## config.mk

```make
export PLATFORM = sky130hd
export DESIGN_NAME = mult_div_unit
export DESIGN_NICKNAME = d
export VERILOG_FILES = /design/src/rtl/mdu_pkg.sv /design/src/rtl/mdu_cond_neg.sv /design/src/rtl/mult_div_unit.sv
export SDC_FILE = /design/constraint.sdc
export NUM_CORES = 1
export LEC_CHECK = 0
export ABC_AREA = 1
export BUFFER_PORTS_ARGS = -buffer_cell sky130_fd_sc_hd__buf_2
export CAP_MARGIN = 20
export CORE_AREA = 2 2 230 232
export CTS_CLUSTER_SIZE = 24
export DETAILED_ROUTE_END_ITERATION = 8
export DIE_AREA = 0 0 232 234
export SYNTH_ARGS = -nofsm -noshare
export SYNTH_HDL_FRONTEND = slang
export SYNTH_SLANG_ARGS = --single-unit
```

## constraint.sdc

```tcl
create_clock -name clk -period 7.5 [get_ports clk]
set_input_delay 1.125 -clock clk [delete_from_list [all_inputs] [get_ports clk]]
set_output_delay 1.125 -clock clk [all_outputs]
set_load 0.01 [all_outputs]
```

## src/rtl/mdu_pkg.sv

```systemverilog
// Shared types and constants for the iterative multiply/divide unit.
package mdu_pkg;

    localparam int MDU_WIDTH = 32;

    typedef enum logic [1:0] {
        IDLE,
        CALC,
        FIX,
        DONE
    } mdu_state_t;

    localparam logic MDU_OP_MUL = 1'b0;
    localparam logic MDU_OP_DIV = 1'b1;

    localparam logic [MDU_WIDTH-1:0] DIV0_QUOTIENT = '1;

endpackage

```

## src/rtl/mdu_cond_neg.sv

```systemverilog
// Conditional two's-complement negate, used for operand magnitudes and result sign fix-up.
module mdu_cond_neg #(
    parameter int W = 32
) (
    input  logic [W-1:0] value,
    input  logic         negate,
    output logic [W-1:0] result
);

    assign result = negate ? ('0 - value) : value;

endmodule

```

## src/rtl/mult_div_unit.sv

```systemverilog
// Iterative 32-bit MULT/MULTU/DIV/DIVU unit: fixed 34-cycle latency from the sampling edge to validOut.
module mult_div_unit
    import mdu_pkg::*;
#(
    parameter int WIDTH = MDU_WIDTH
) (
    input  logic             clk,
    input  logic             rst_n,
    input  logic             validIn,
    input  logic             op,
    input  logic             sign,
    input  logic [WIDTH-1:0] SrcA,
    input  logic [WIDTH-1:0] SrcB,
    output logic             validOut,
    output logic [WIDTH-1:0] Hi,
    output logic [WIDTH-1:0] Lo,
    output logic             busy,
    output logic             divZero
);

    localparam int CNT_W = $clog2(WIDTH);
    localparam logic [CNT_W-1:0] CNT_LAST = CNT_W'(WIDTH - 1);

    mdu_state_t state, state_next;

    logic [CNT_W-1:0]   cnt;
    logic               op_r;
    logic               neg_res;
    logic               neg_rem;
    logic               b_zero;
    logic [WIDTH-1:0]   a_raw;
    logic [WIDTH-1:0]   opnd;
    logic [2*WIDTH-1:0] acc;
    logic [WIDTH:0]     rem;

    logic [WIDTH-1:0]   a_mag, b_mag;
    logic [WIDTH-1:0]   mul_addend;
    logic [WIDTH:0]     mul_sum;
    logic [WIDTH+1:0]   div_sub;
    logic [WIDTH:0]     div_trial;
    logic [2*WIDTH-1:0] prod_fix;
    logic [WIDTH-1:0]   quot_fix, rem_fix;

    mdu_cond_neg #(.W(WIDTH)) u_neg_a (
        .value(SrcA), .negate(sign & SrcA[WIDTH-1]), .result(a_mag)
    );
    mdu_cond_neg #(.W(WIDTH)) u_neg_b (
        .value(SrcB), .negate(sign & SrcB[WIDTH-1]), .result(b_mag)
    );
    mdu_cond_neg #(.W(2*WIDTH)) u_neg_prod (
        .value(acc), .negate(neg_res), .result(prod_fix)
    );
    mdu_cond_neg #(.W(WIDTH)) u_neg_quot (
        .value(acc[WIDTH-1:0]), .negate(neg_res), .result(quot_fix)
    );
    mdu_cond_neg #(.W(WIDTH)) u_neg_rem (
        .value(rem[WIDTH-1:0]), .negate(neg_rem), .result(rem_fix)
    );

    // Multiply keeps the multiplier in acc's low half and shifts the partial product in from the top;
    // divide keeps the dividend/quotient in acc's low half and shifts quotient bits in at the bottom.
    assign mul_addend = acc[0] ? opnd : '0;
    assign mul_sum    = {1'b0, acc[2*WIDTH-1:WIDTH]} + {1'b0, mul_addend};
    assign div_trial  = {rem[WIDTH-1:0], acc[WIDTH-1]};
    assign div_sub    = {rem, acc[WIDTH-1]} - {2'b00, opnd};

    assign busy = (state != IDLE);

    always_ff @(posedge clk or negedge rst_n) begin
        if (!rst_n) state <= IDLE;
        else        state <= state_next;
    end

    always_comb begin
        state_next = state;
        case (state)
            IDLE: if (validIn) state_next = CALC;
            CALC: if (cnt == CNT_LAST) state_next = FIX;
            FIX:  state_next = DONE;
            DONE: state_next = IDLE;
            default: state_next = IDLE;
        endcase
    end

    always_ff @(posedge clk or negedge rst_n) begin
        if (!rst_n) begin
            cnt      <= '0;
            op_r     <= MDU_OP_MUL;
            neg_res  <= 1'b0;
            neg_rem  <= 1'b0;
            b_zero   <= 1'b0;
            a_raw    <= '0;
            opnd     <= '0;
            acc      <= '0;
            rem      <= '0;
            Hi       <= '0;
            Lo       <= '0;
            validOut <= 1'b0;
            divZero  <= 1'b0;
        end else begin
            validOut <= (state == FIX);
            divZero  <= (state == FIX) && (op_r == MDU_OP_DIV) && b_zero;
            case (state)
                IDLE: begin
                    if (validIn) begin
                        cnt     <= '0;
                        op_r    <= op;
                        neg_res <= sign & (SrcA[WIDTH-1] ^ SrcB[WIDTH-1]);
                        neg_rem <= sign & SrcA[WIDTH-1];
                        b_zero  <= (SrcB == '0);
                        a_raw   <= SrcA;
                        rem     <= '0;
                        if (op == MDU_OP_DIV) begin
                            opnd <= b_mag;
                            acc  <= {{WIDTH{1'b0}}, a_mag};
                        end else begin
                            opnd <= a_mag;
                            acc  <= {{WIDTH{1'b0}}, b_mag};
                        end
                    end
                end
                CALC: begin
                    cnt <= cnt + CNT_W'(1);
                    if (op_r == MDU_OP_MUL) begin
                        acc <= {mul_sum, acc[WIDTH-1:1]};
                    end else begin
                        rem <= div_sub[WIDTH+1] ? div_trial : div_sub[WIDTH:0];
                        acc[WIDTH-1:0] <= {acc[WIDTH-2:0], ~div_sub[WIDTH+1]};
                    end
                end
                FIX: begin
                    if (op_r == MDU_OP_MUL) begin
                        {Hi, Lo} <= prod_fix;
                    end else if (b_zero) begin
                        Hi <= a_raw;
                        Lo <= DIV0_QUOTIENT;
                    end else begin
                        Hi <= rem_fix;
                        Lo <= quot_fix;
                    end
                end
                default: ;
            endcase
        end
    end

endmodule

```

==> results of run 1 <==
## path summary, 6_finish.rpt
kind                           end  slack [ns]  cells after the start
setup / recovery           acc[63]        3.82                     14
hold / removal              cnt[1]        0.48                      1
setup reg to reg           acc[63]        3.82                     14
hold reg to reg             cnt[4]        0.48                      2
max in group asynchronous   Hi[26]        5.61                      2
min in group clk            cnt[4]        0.48                      2
## metal layers
| metal | vias up | track usage [%] | share of wire, % |
|---|---|---|---|
| met1 | 10600 | 45.5 | 45 |
| li1 | 10900 | - | - |
| met4 | 0 | 13.0 | 4.6 |
| met2 | 1164 | 46.6 | 41 |
| met5 | - | 0 | 0 |
| met3 | 170 | 4.20 | 8.8 |
## area by class of cell
cell class / instances / share of cell area (%)
Clock inverter: 15 / 0.657
Clock buffer: 37 / 3.51
Timing Repair Buffer: 157 / 3.81
Inverter: 368 / 6.09
Sequential cell: 238 / 26.3
Tap cell: 688 / 3.80
Multi-Input combinational cell: 2555 / 55.9
## metrics by stage
step                cell area (sq um)  power (W)  setup WS (ns)
floorplan                       20500    0.00647           4.88
global placement                21700    0.00862           3.93
detailed placement              21700    0.00859           3.90
CTS                             22700     0.0100           3.94
global route                    22700     0.0109           3.56
finish                          22700     0.0102           3.82
## power by group
group          total [W]  switching, W  internal (W)  leakage, nW
sequential       0.00268      0.000846       0.00184         2.96
combinational    0.00608       0.00417       0.00192         7.76
clock            0.00143      0.000615      0.000818        0.453
total             0.0102       0.00563       0.00457         11.2
## critical path: cells and delay by family, from the launching register on
| family | cells | cell delay [ns] |
|---|---|---|
| flip-flops | 1 | 1.08 |
| AO/OA/AOI/OAI | 3 | 0.94 |
| AND/OR/NAND/NOR | 7 | 0.69 |
| adder cells (fa/ha/maj) | 2 | 0.69 |
| buffers and inverters | 2 | 0.21 |
## registers in the layout, indices dropped and copies added (netlist names), 2 cells and up
register and flops:
cnt 5, state 2, rem 33, Lo 32
Hi 32, acc 64, a_raw 32, opnd 32
## cell usage in the layout, fill, tap and decap left out, types with 8 or more instances in the layout
cell,netlist,routed
nor3_1,47,47
nor2_2,8,10
a21oi_1,201,201
ha_1,74,73
o21ai_0,205,205
o21ai_1,12,11
xor2_1,75,75
nor2_1,448,446
dfrtp_1,238,237
nand4_1,45,45
a22oi_1,14,14
o221ai_1,13,13
buf_4,7,21
nand2_2,13,14
xnor2_1,23,23
o21bai_1,11,11
a221oi_1,31,31
inv_1,362,362
nand3b_1,10,10
o21a_1,8,8
clkbuf_16,0,29
o22ai_1,12,12
nand3_1,270,270
o211ai_1,36,36
buf_2,10,134
nand2_1,937,936
## Yosys cell counts (all sizes together) (3+ instances only)
master	n
o21ai	221
clkinv	4
xnor2	23
or2	4
o31ai	4
and2	3
dfrtp	238
a221oi	31
o22ai	12
a31oi	7
buf	34
nor4	4
nand3	272
a21boi	4
o221ai	13
a22oi	15
xor2	75
nand3b	10
nand4	45
a21o	7
inv	364
nand2	952
o211ai	36
o21bai	11
a21oi	204
o21a	8
clkbuf	79
ha	74
nor2	461
nor3	50
## kinds of logic after synthesis
group	after synthesis	synth area share, %
adder cells (fa/ha/maj)	76	4.72
flip-flops	238	29.1
AO/OA/AOI/OAI	579	16.4
XOR/XNOR	98	4.20
AND/OR/NAND/NOR	1802	36.5
buffers and inverters	481	9.05
==> flow_metrics.py, run 1 <==
metrics = {
    "power": {
        "max-vdd-ir-drop_uv": 256,
        "powerDensity_mw_per_mm2": 450,
        "total_leakage_power_nw": 11.2,
    },
    "global_route": {
        "gr-total-overflow": 0,
        "grt_pass1_vias": 21000,
        "grt_max_degree": 168,
        "grt_use_total_pct": 31.3,
        "grt_pass1_wl_mm": 129,
        "antenna_found_initial": 0,
    },
    "clocking": {
        "cts_sinks": 238,
        "clk_path_buf_depth": 3,
        "cts_hold_buf": 0,
        "cts-buffers-inserted": 29,
        "root_buffer": "clkbuf_16",
        "cts_tree": "built",
        "post-cts-setup-buffer-count": 0,
        "cts.repair.resized": 0,
        "htreeDepth": 1,
        "clk_latency_ns": 0.59,
        "clkTransAtPathRegs_ns": 0.06,
    },
    "layout": {
        "final_util_pct": 43.6,
        "drive_gt1_share_pct": 7.63,
        "n_antenna_cell": 0,
        "multi_input_area_sq_mm": 0.0127,
        "final_cells": 4058,
        "n_fill_cell": 5720,
        "regArea_sq_mm": 0.00596,
        "syn_to_final_growth_pct": 10.8,
        "final_nets": 3494,
    },
    "floorplan": {
        "initial_utilization_pct": 39.3,
        "die_x_microns": 232,
        "die_h_microns": 234,
        "row_count": 84,
        "coreArea_sq_mm": 0.0520,
        "ioPinCount": 136,
        "dieArea_sq_mm": 0.0543,
    },
    "timing": {
        "fin_setup_tns_ns": 0,
        "rsz0062_at_grt": "false",
        "maxSlewViolCount": 0,
        "fin_crit_sh_pct": 49.1,
        "clock_skew_ns": 0.0179,
        "tightest_slew_ns": 1.11,
        "slew_headroom_pct": 25.8,
        "timing.hold.ws_ns": 0.479,
        "setup_viol": 0,
        "post-route-min-period_ns": 3.68,
        "clock.fmax_mhz": 272,
        "hold_viol_final": 0,
    },
    "synth": {
        "ys_seq_elements": 238,
        "yosysTopAreaCellShare_pct": 29.1,
        "syn_area_per_cell_sq_um": 6.25,
        "syn_nets": 3419,
        "ys.flop_type": "dfrtp_1",
        "yosys.area.top_type": "dfrtp_1",
        "synth_edf_count": 0,
        "synth_cell_types": 51,
        "synthArstFlopShare_pct": 100,
        "syn_inst": 3274,
        "netlist_top_cells_area": "dfrtp_1, nand2_1, nor2_1",
        "synth_area_sq_mm": 0.0205,
        "ys_warn_count": 0,
        "seq_area_frac_synth_pct": 29.1,
    },
    "critical_path": {
        "path_max_fanout": 36,
        "cp_slowest_stage_delay_ns": 1.08,
        "critPathLaunch": "acc[0]",
        "worst_setup_path_start_kind": "flop",
        "rr_startpoint": "acc[0]",
        "arrival_ns": 4.19,
        "crit_chain": "nand2_1 -> inv_1 -> ha_1 -> inv_1 -> fa_1 -> o21ai_1 -> a21oi_1 -> o21ai_0 -> nand3_1 -> nand2_1 -> nand2_1 -> nand3b_1 -> nand2_1 -> nand2_1",
        "cp.required_ns": 8.01,
        "crit_path_top_delay_cell": "dfrtp_1",
        "crit_path_end_kind": "flop",
        "crit_path_frequent_cell": "nand2_1",
        "crit_type": "flop to flop",
    },
    "job": {
        "maxCapViolations": 0,
    },
    "route": {
        "vias": 22800,
        "vias_per_cell": 5.61,
        "drt_iter0_markers": 2571,
        "drtPass1Iterations": 8,
        "wl_per_cell_microns": 21.3,
        "drtAntennaViolNets": 0,
        "routed_wirelength_mm": 86.3,
        "remaining_drc_errors": 0,
    },
    "run_status": {
        "outcome": "completed",
    },
    "min_path": {
        "hold_path_class": "input port to asynchronous set/reset pin",
    },
    "placement": {
        "gp_congestion": 1.01,
        "portBuffers": 135,
        "hpwl_mm": 69.2,
        "placedCellCount": 4006,
    },
}
(Power assumes the default switching activity.)
==> run 2: changes to the inputs <==
--- a/config.mk
+++ b/config.mk
@@ -5,13 +5,13 @@
 export SDC_FILE = /design/constraint.sdc
 export NUM_CORES = 1
 export LEC_CHECK = 0
-export ABC_AREA = 1
+export ABC_AREA = 0
 export BUFFER_PORTS_ARGS = -buffer_cell sky130_fd_sc_hd__buf_2
 export CAP_MARGIN = 20
-export CORE_AREA = 2 2 230 232
+export CORE_AREA = 2 2 215 217
 export CTS_CLUSTER_SIZE = 24
 export DETAILED_ROUTE_END_ITERATION = 8
-export DIE_AREA = 0 0 232 234
+export DIE_AREA = 0 0 217 219
 export SYNTH_ARGS = -nofsm -noshare
 export SYNTH_HDL_FRONTEND = slang
 export SYNTH_SLANG_ARGS = --single-unit
==> constraint.sdc (replaced) <==
create_clock -name clk -period 3.08 [get_ports clk]
set_input_delay 0.462 -clock clk [delete_from_list [all_inputs] [get_ports clk]]
set_output_delay 0.462 -clock clk [all_outputs]
set_load 0.01 [all_outputs]
==> flow_metrics.py, run 2 <==
metrics = {
    "run_status": {
        "outcome": "completed",
    },
    "clocking": {
        "htreeDepth": 1,
        "root_buffer": "clkbuf_16",
        "cts_sinks": 238,
        "clk_path_buf_depth": 3,
        "cts_tree": "built",
        "clk_latency_ns": 0.59,
        "clkTransAtPathRegs_ns": 0.06,
        "cts-buffers-inserted": 29,
    },
    "route": {
        "wl_per_cell_microns": 21.2,
        "remaining_drc_errors": 0,
        "drtPass1Iterations": 5,
        "routed_wirelength_mm": 65.1,
        "drt_iter0_markers": 1901,
        "vias_per_cell": 5.71,
        "vias": 17500,
        "drtAntennaViolNets": 0,
    },
    "layout": {
        "n_antenna_cell": 0,
        "n_fill_cell": 4434,
        "top_regs": "acc x64, rem x33",
        "largest_reg_flops": 64,
        "final_nets": 2588,
        "final_cells": 3066,
        "syn_to_final_growth_pct": 23.1,
        "fin_area_sq_mm": 0.0220,
        "regMostFlops": "acc",
        "final_cell_mix": "dfrtp_1, nor2_1, nand2_1, o21ai_0, buf_4",
        "drive_gt1_share_pct": 22.7,
    },
    "critical_path": {
        "crit_path_end_kind": "flop",
        "crit_type": "flop to flop",
        "cpLargestDelayFamily": "simple AND/OR/NAND/NOR gates",
        "path_max_fanout": 5,
        "cp_slowest_stage_delay_ns": 0.50,
        "rr_startpoint": "rem[3]",
        "crit_path_top_delay_cell": "or3b_2",
        "cp.required_ns": 3.58,
        "arrival_ns": 3.51,
        "worst_setup_path_start_kind": "flop",
        "critical_path_buf_inv_count": 2,
        "crit_chain": "buf_4 -> or2_2 -> or4_4 -> or3b_2 -> o31ai_1 -> xor2_1 -> o211ai_1 -> buf_4 -> o211ai_1 -> o21ai_0",
        "critPathLaunch": "rem[3]",
    },
    "power": {
        "powerDensity_mw_per_mm2": 954,
        "max-vdd-ir-drop_uv": 518,
        "report.power.total_w": 0.0209,
        "total_leakage_power_nw": 9.83,
    },
    "timing": {
        "setup_viol": 0,
        "clock.fmax_mhz": 332,
        "clock_skew_ns": 0.0117,
        "slew_headroom_pct": 47.7,
        "maxSlewViolCount": 0,
        "hold_viol_final": 0,
        "post-route-min-period_ns": 3.01,
        "fin_setup_tns_ns": 0,
        "rsz0062_at_grt": "true",
        "tightest_slew_ns": 0.785,
        "fin_crit_sh_pct": 97.9,
    },
    "synth": {
        "yosys.cell_count.top_type": "dfrtp_1",
        "seq_area_frac_synth_pct": 33.4,
        "syn_nets": 2327,
        "syn_area_per_cell_sq_um": 8.18,
        "ys_seq_elements": 238,
        "synth_area_sq_mm": 0.0179,
        "synth_edf_count": 0,
        "synth_cell_types": 82,
        "ys_top_cells_by_count": "dfrtp_1, nor2_1, nand2_1",
        "syn_inst": 2182,
        "ys_warn_count": 0,
        "ys.flop_type": "dfrtp_1",
        "yosys.area.top_type": "dfrtp_1",
        "synthArstFlopShare_pct": 100,
        "netlist_top_cells_area": "dfrtp_1, o21ai_0, a21oi_1",
        "yosysTopAreaCellShare_pct": 33.4,
    },
    "floorplan": {
        "dieArea_sq_mm": 0.0475,
        "die_h_microns": 219,
        "coreArea_sq_mm": 0.0451,
        "row_count": 78,
        "ioPinCount": 136,
        "initial_utilization_pct": 39.6,
        "die_x_microns": 217,
    },
    "placement": {
        "placedCellCount": 2994,
        "portBuffers": 135,
        "hpwl_mm": 50.2,
        "place_area_sq_mm": 0.0204,
        "gp_congestion": 0.986,
    },
    "global_route": {
        "grt_pass1_vias": 16100,
        "grt_max_degree": 107,
        "gr-total-overflow": 0,
        "antenna_found_initial": 0,
        "grt_use_total_pct": 26.5,
        "grt_pass1_wl_mm": 97.1,
    },
    "min_path": {
        "worstHoldStart": "SrcB[31]",
        "hold_path_class": "input port to flop",
    },
    "job": {
        "maxCapViolations": 0,
    },
}
-- run 2: final cells by class --
type	instances	area, sq um	share of cell area, %
Clock inverter	13	183	0.832
Timing Repair Buffer	364	2560	11.6
Tap cell	600	751	3.42
Sequential cell	238	5960	27.1
Clock buffer	41	861	3.92
Inverter	93	352	1.60
Multi-Input combinational cell	1717	11300	51.4
-- run 2: power breakdown --
part	switching, W	total (W)	leakage, nW	internal (W)
combinational	0.00702	0.0117	6.34	0.00469
clock	0.00147	0.00374	0.519	0.00228
sequential	0.00112	0.00550	2.97	0.00437
-- run 2: path summary, 6_finish.rpt --
check | endpoint | slack [ns] | depth (start not counted)
worst max-delay path | Hi[15] | 0.07 | 10
worst min-delay path | b_zero | 0.15 | 2
worst max register to register | Hi[15] | 0.07 | 10
worst min register to register | opnd[29] | 0.48 | 2
max in group asynchronous | acc[10] | 1.78 | 3
min in group asynchronous | acc[61] | 0.46 | 2
-- run 2: layer usage --
layer	global-route usage, %	vias to the layer above	share of wire, %
met2	39.8	629	43
met1	39.1	8478	46
met3	3.62	89	7.6
li1	-	8301	-
met4	8.52	0	3.0
met5	0	-	0
-- run 2: cells by family after synthesis --
kind of cell	after synthesis	share of synthesized area, %
fa+ha+maj	76	5.41
xor+xnor	198	9.71
compound gates	685	23.8
mux	79	4.77
simple gates	679	17.9
buf+inv	227	5.00
flops	238	33.4
-- run 2: stage by stage --
| step | worst slack [ns] | utilization [%] | hold slack (ns) |
|---|---|---|---|
| 6_report | 0.0654 | 48.7 | 0.148 |
| 5_1_grt | -0.0470 | 48.7 | 0.138 |
| 4_1_cts | 0.0102 | 47.8 | 0.119 |
| 3_5_place_dp | -0.198 | 45.3 | 0.469 |
| 3_3_place_gp | -0.155 | 45.3 | 0.453 |
| 2_1_floorplan | 0.0376 | - | 0.166 |
-- run 2: what timing repair did --
action	in CTS	in global routing
hold endpoints to repair	75	0
endpoints found under the setup margin	23	61
hold buffers	1	0
setup buffers	3	11
cloned	0	3
gates resized for setup	12	71
pin swaps	3	19
==> run 3: changes to the inputs <==
--- a/config.mk
+++ b/config.mk
@@ -5,13 +5,13 @@
 export SDC_FILE = /design/constraint.sdc
 export NUM_CORES = 1
 export LEC_CHECK = 0
-export ABC_AREA = 0
+export ABC_AREA = 1
 export BUFFER_PORTS_ARGS = -buffer_cell sky130_fd_sc_hd__buf_2
 export CAP_MARGIN = 20
-export CORE_AREA = 2 2 215 217
+export CORE_AREA = 2 2 230 232
 export CTS_CLUSTER_SIZE = 24
 export DETAILED_ROUTE_END_ITERATION = 8
-export DIE_AREA = 0 0 217 219
+export DIE_AREA = 0 0 232 234
 export SYNTH_ARGS = -nofsm -noshare
 export SYNTH_HDL_FRONTEND = slang
 export SYNTH_SLANG_ARGS = --single-unit
==> constraint.sdc (replaced) <==
create_clock -name clk -period 3.08 [get_ports clk]
set_input_delay 0.308 -clock clk [delete_from_list [all_inputs] [get_ports clk]]
set_output_delay 0.308 -clock clk [all_outputs]
set_load 0.01 [all_outputs]
==> flow_metrics.py, run 3 (same netlist as run 1, synthesis figures left out) <==
metrics = {
    "layout": {
        "top_regs": "acc x64, rem x33",
        "largest_reg_flops": 64,
        "n_antenna_cell": 0,
        "multi_input_area_sq_mm": 0.0127,
        "syn_to_final_growth_pct": 13.5,
        "final_nets": 3543,
        "n_fill_cell": 5676,
        "drive_gt1_share_pct": 8.92,
        "regMostFlops": "acc",
        "final_cell_mix": "nand2_1, nor2_1, inv_1, nand3_1, dfrtp_1",
        "regArea_sq_mm": 0.00596,
        "final_common_cell": "nand2_1",
    },
    "timing": {
        "clock.fmax_mhz": 355,
        "slew_headroom_pct": 45.3,
        "timing.hold.ws_ns": 0.0322,
        "post-route-min-period_ns": 2.82,
        "rsz0062_at_grt": "false",
        "fin_setup_tns_ns": 0,
        "clock_skew_ns": 0.0273,
        "maxSlewViolCount": 0,
        "fin_crit_sh_pct": 91.6,
        "hold_viol_final": 0,
        "tightest_slew_ns": 0.817,
        "setup_viol": 0,
    },
    "clocking": {
        "cts_sinks": 238,
        "cts-buffers-inserted": 30,
        "htreeDepth": 1,
        "post-cts-setup-buffer-count": 0,
        "clk_latency_ns": 0.61,
        "root_buffer": "clkbuf_16",
        "cts_tree": "built",
        "clk_path_buf_depth": 3,
        "clkTransAtPathRegs_ns": 0.06,
    },
    "floorplan": {
        "coreArea_sq_mm": 0.0520,
        "die_x_microns": 232,
        "dieArea_sq_mm": 0.0543,
        "initial_utilization_pct": 39.3,
        "die_h_microns": 234,
        "ioPinCount": 136,
        "row_count": 84,
    },
    "route": {
        "wl_per_cell_microns": 21.9,
        "drtAntennaViolNets": 0,
        "vias": 23000,
        "routed_wirelength_mm": 90.0,
        "remaining_drc_errors": 0,
        "drtPass1Iterations": 6,
        "drt_iter0_markers": 2499,
        "vias_per_cell": 5.60,
    },
    "critical_path": {
        "critical_path_buf_inv_count": 1,
        "crit_path_end_kind": "flop",
        "cp.required_ns": 3.56,
        "crit_type": "flop to flop",
        "arrival_ns": 3.30,
        "crit_path_top_delay_cell": "dfrtp_1",
        "path_max_fanout": 33,
        "cpLargestDelayFamily": "simple AND/OR/NAND/NOR gates",
        "worst_setup_path_start_kind": "flop",
        "crit_chain": "inv_1 -> ha_1 -> a21oi_1 -> nand2_1 -> nand2_1 -> nand3_2 -> nand2_1 -> nand2_2 -> nand2_2 -> nand3_2 -> nand2_4 -> nand2_1 -> nand3_1 -> nand2_1",
        "crit_path_frequent_cell": "nand2_1",
        "cp_slowest_stage_delay_ns": 0.45,
    },
    "global_route": {
        "grt_pass1_wl_mm": 134,
        "grt_use_total_pct": 32.8,
        "grt_pass1_vias": 21700,
        "gr-total-overflow": 0,
        "grt_max_degree": 82,
        "antenna_found_initial": 1,
    },
    "power": {
        "max-vdd-ir-drop_uv": 479,
        "total_leakage_power_nw": 11.5,
        "powerDensity_mw_per_mm2": 1110,
    },
    "run_status": {
        "outcome": "completed",
    },
    "min_path": {
        "hold_path_class": "input port to flop",
    },
    "placement": {
        "portBuffers": 135,
        "gp_congestion": 1.03,
        "hpwl_mm": 72.7,
    },
    "job": {
        "maxCapViolations": 0,
    },
}
==> run 3: changes by cell type in the layout (fill, tap and decap cells not counted), moves of 24 or more <==
cell,delta
xor2_1,-26
mux2i_1,-29
buf_4,-153
nor2_1,+214
o31ai_1,-25
nand2_1,+710
nor3_1,+24
nand4_1,+35
xnor2_1,-74
mux2_2,-49
nand3_1,+238
a221oi_1,+30
inv_1,+277
==> run 3: path summary, 6_finish.rpt <==
check,to,start,cells after the start,slack [ns]
setup / recovery,rem[11],opnd[4],14,0.26
hold / removal,a_raw[19],SrcA[19],3,0.03
setup reg to reg,rem[11],opnd[4],14,0.26
hold reg to reg,cnt[4],cnt[4],2,0.48
max in group asynchronous,Hi[8],rst_n,3,1.94
min in group asynchronous,cnt[1],rst_n,2,0.25
==> run 3: stage by stage <==
| stage | worst slack (ns) | cells | instance area [sq um] | util (%) | power (W) |
|---|---|---|---|---|---|
| after detailed placement | 0.334 | 4051 | 22100 | 42.5 | 0.0214 |
| final | 0.260 | 4107 | 23200 | 44.6 | 0.0257 |
| after global routing | 0.0817 | 4107 | 23200 | 44.6 | 0.0275 |
| after global placement | 0.353 | 4051 | 22100 | 42.5 | 0.0214 |
| after CTS | 0.321 | 4107 | 23200 | 44.6 | 0.0254 |
| after floorplan | 0.463 | 3274 | 20500 | - | 0.0158 |
==> run 3: final cells by class <==
cell class,instances,area share [%]
well taps,688,3.71
repair buffers,205,5.52
clock buffers,35,3.44
multi-input cells,2555,54.5
clock inverters,18,1.20
flip-flops and latches,238,25.6
inverters,368,5.95
==> run 3: what timing repair did <==
item	4_1_cts	5_1_grt
resized for setup	0	0
endpoints found under the setup margin	0	0
endpoints found under the hold margin	79	0
hold buffers	3	0
==> run 3: metal layers <==
| layer | wire (microns) | GRT usage (%) |
|---|---|---|
| met4 | 4580 | 15.2 |
| met3 | 7950 | 5.30 |
| met5 | 13 | 0 |
| met1 | 38800 | 45.3 |
| met2 | 38600 | 50.0 |
==> run 3: where the power goes <==
group	total (W)	switching (W)	leakage, nW	internal (W)
logic	0.0156	0.0106	8.01	0.00494
registers	0.00616	0.00168	2.96	0.00448
clock network	0.00396	0.00160	0.516	0.00236
total	0.0257	0.0139	11.5	0.0118
==> run 3: tightest hold or removal path, delay by kind of cell <==
family                 cells  cell delay, ns
AOI/OAI and AO/OA          1            0.08
buffers and inverters      2            0.20
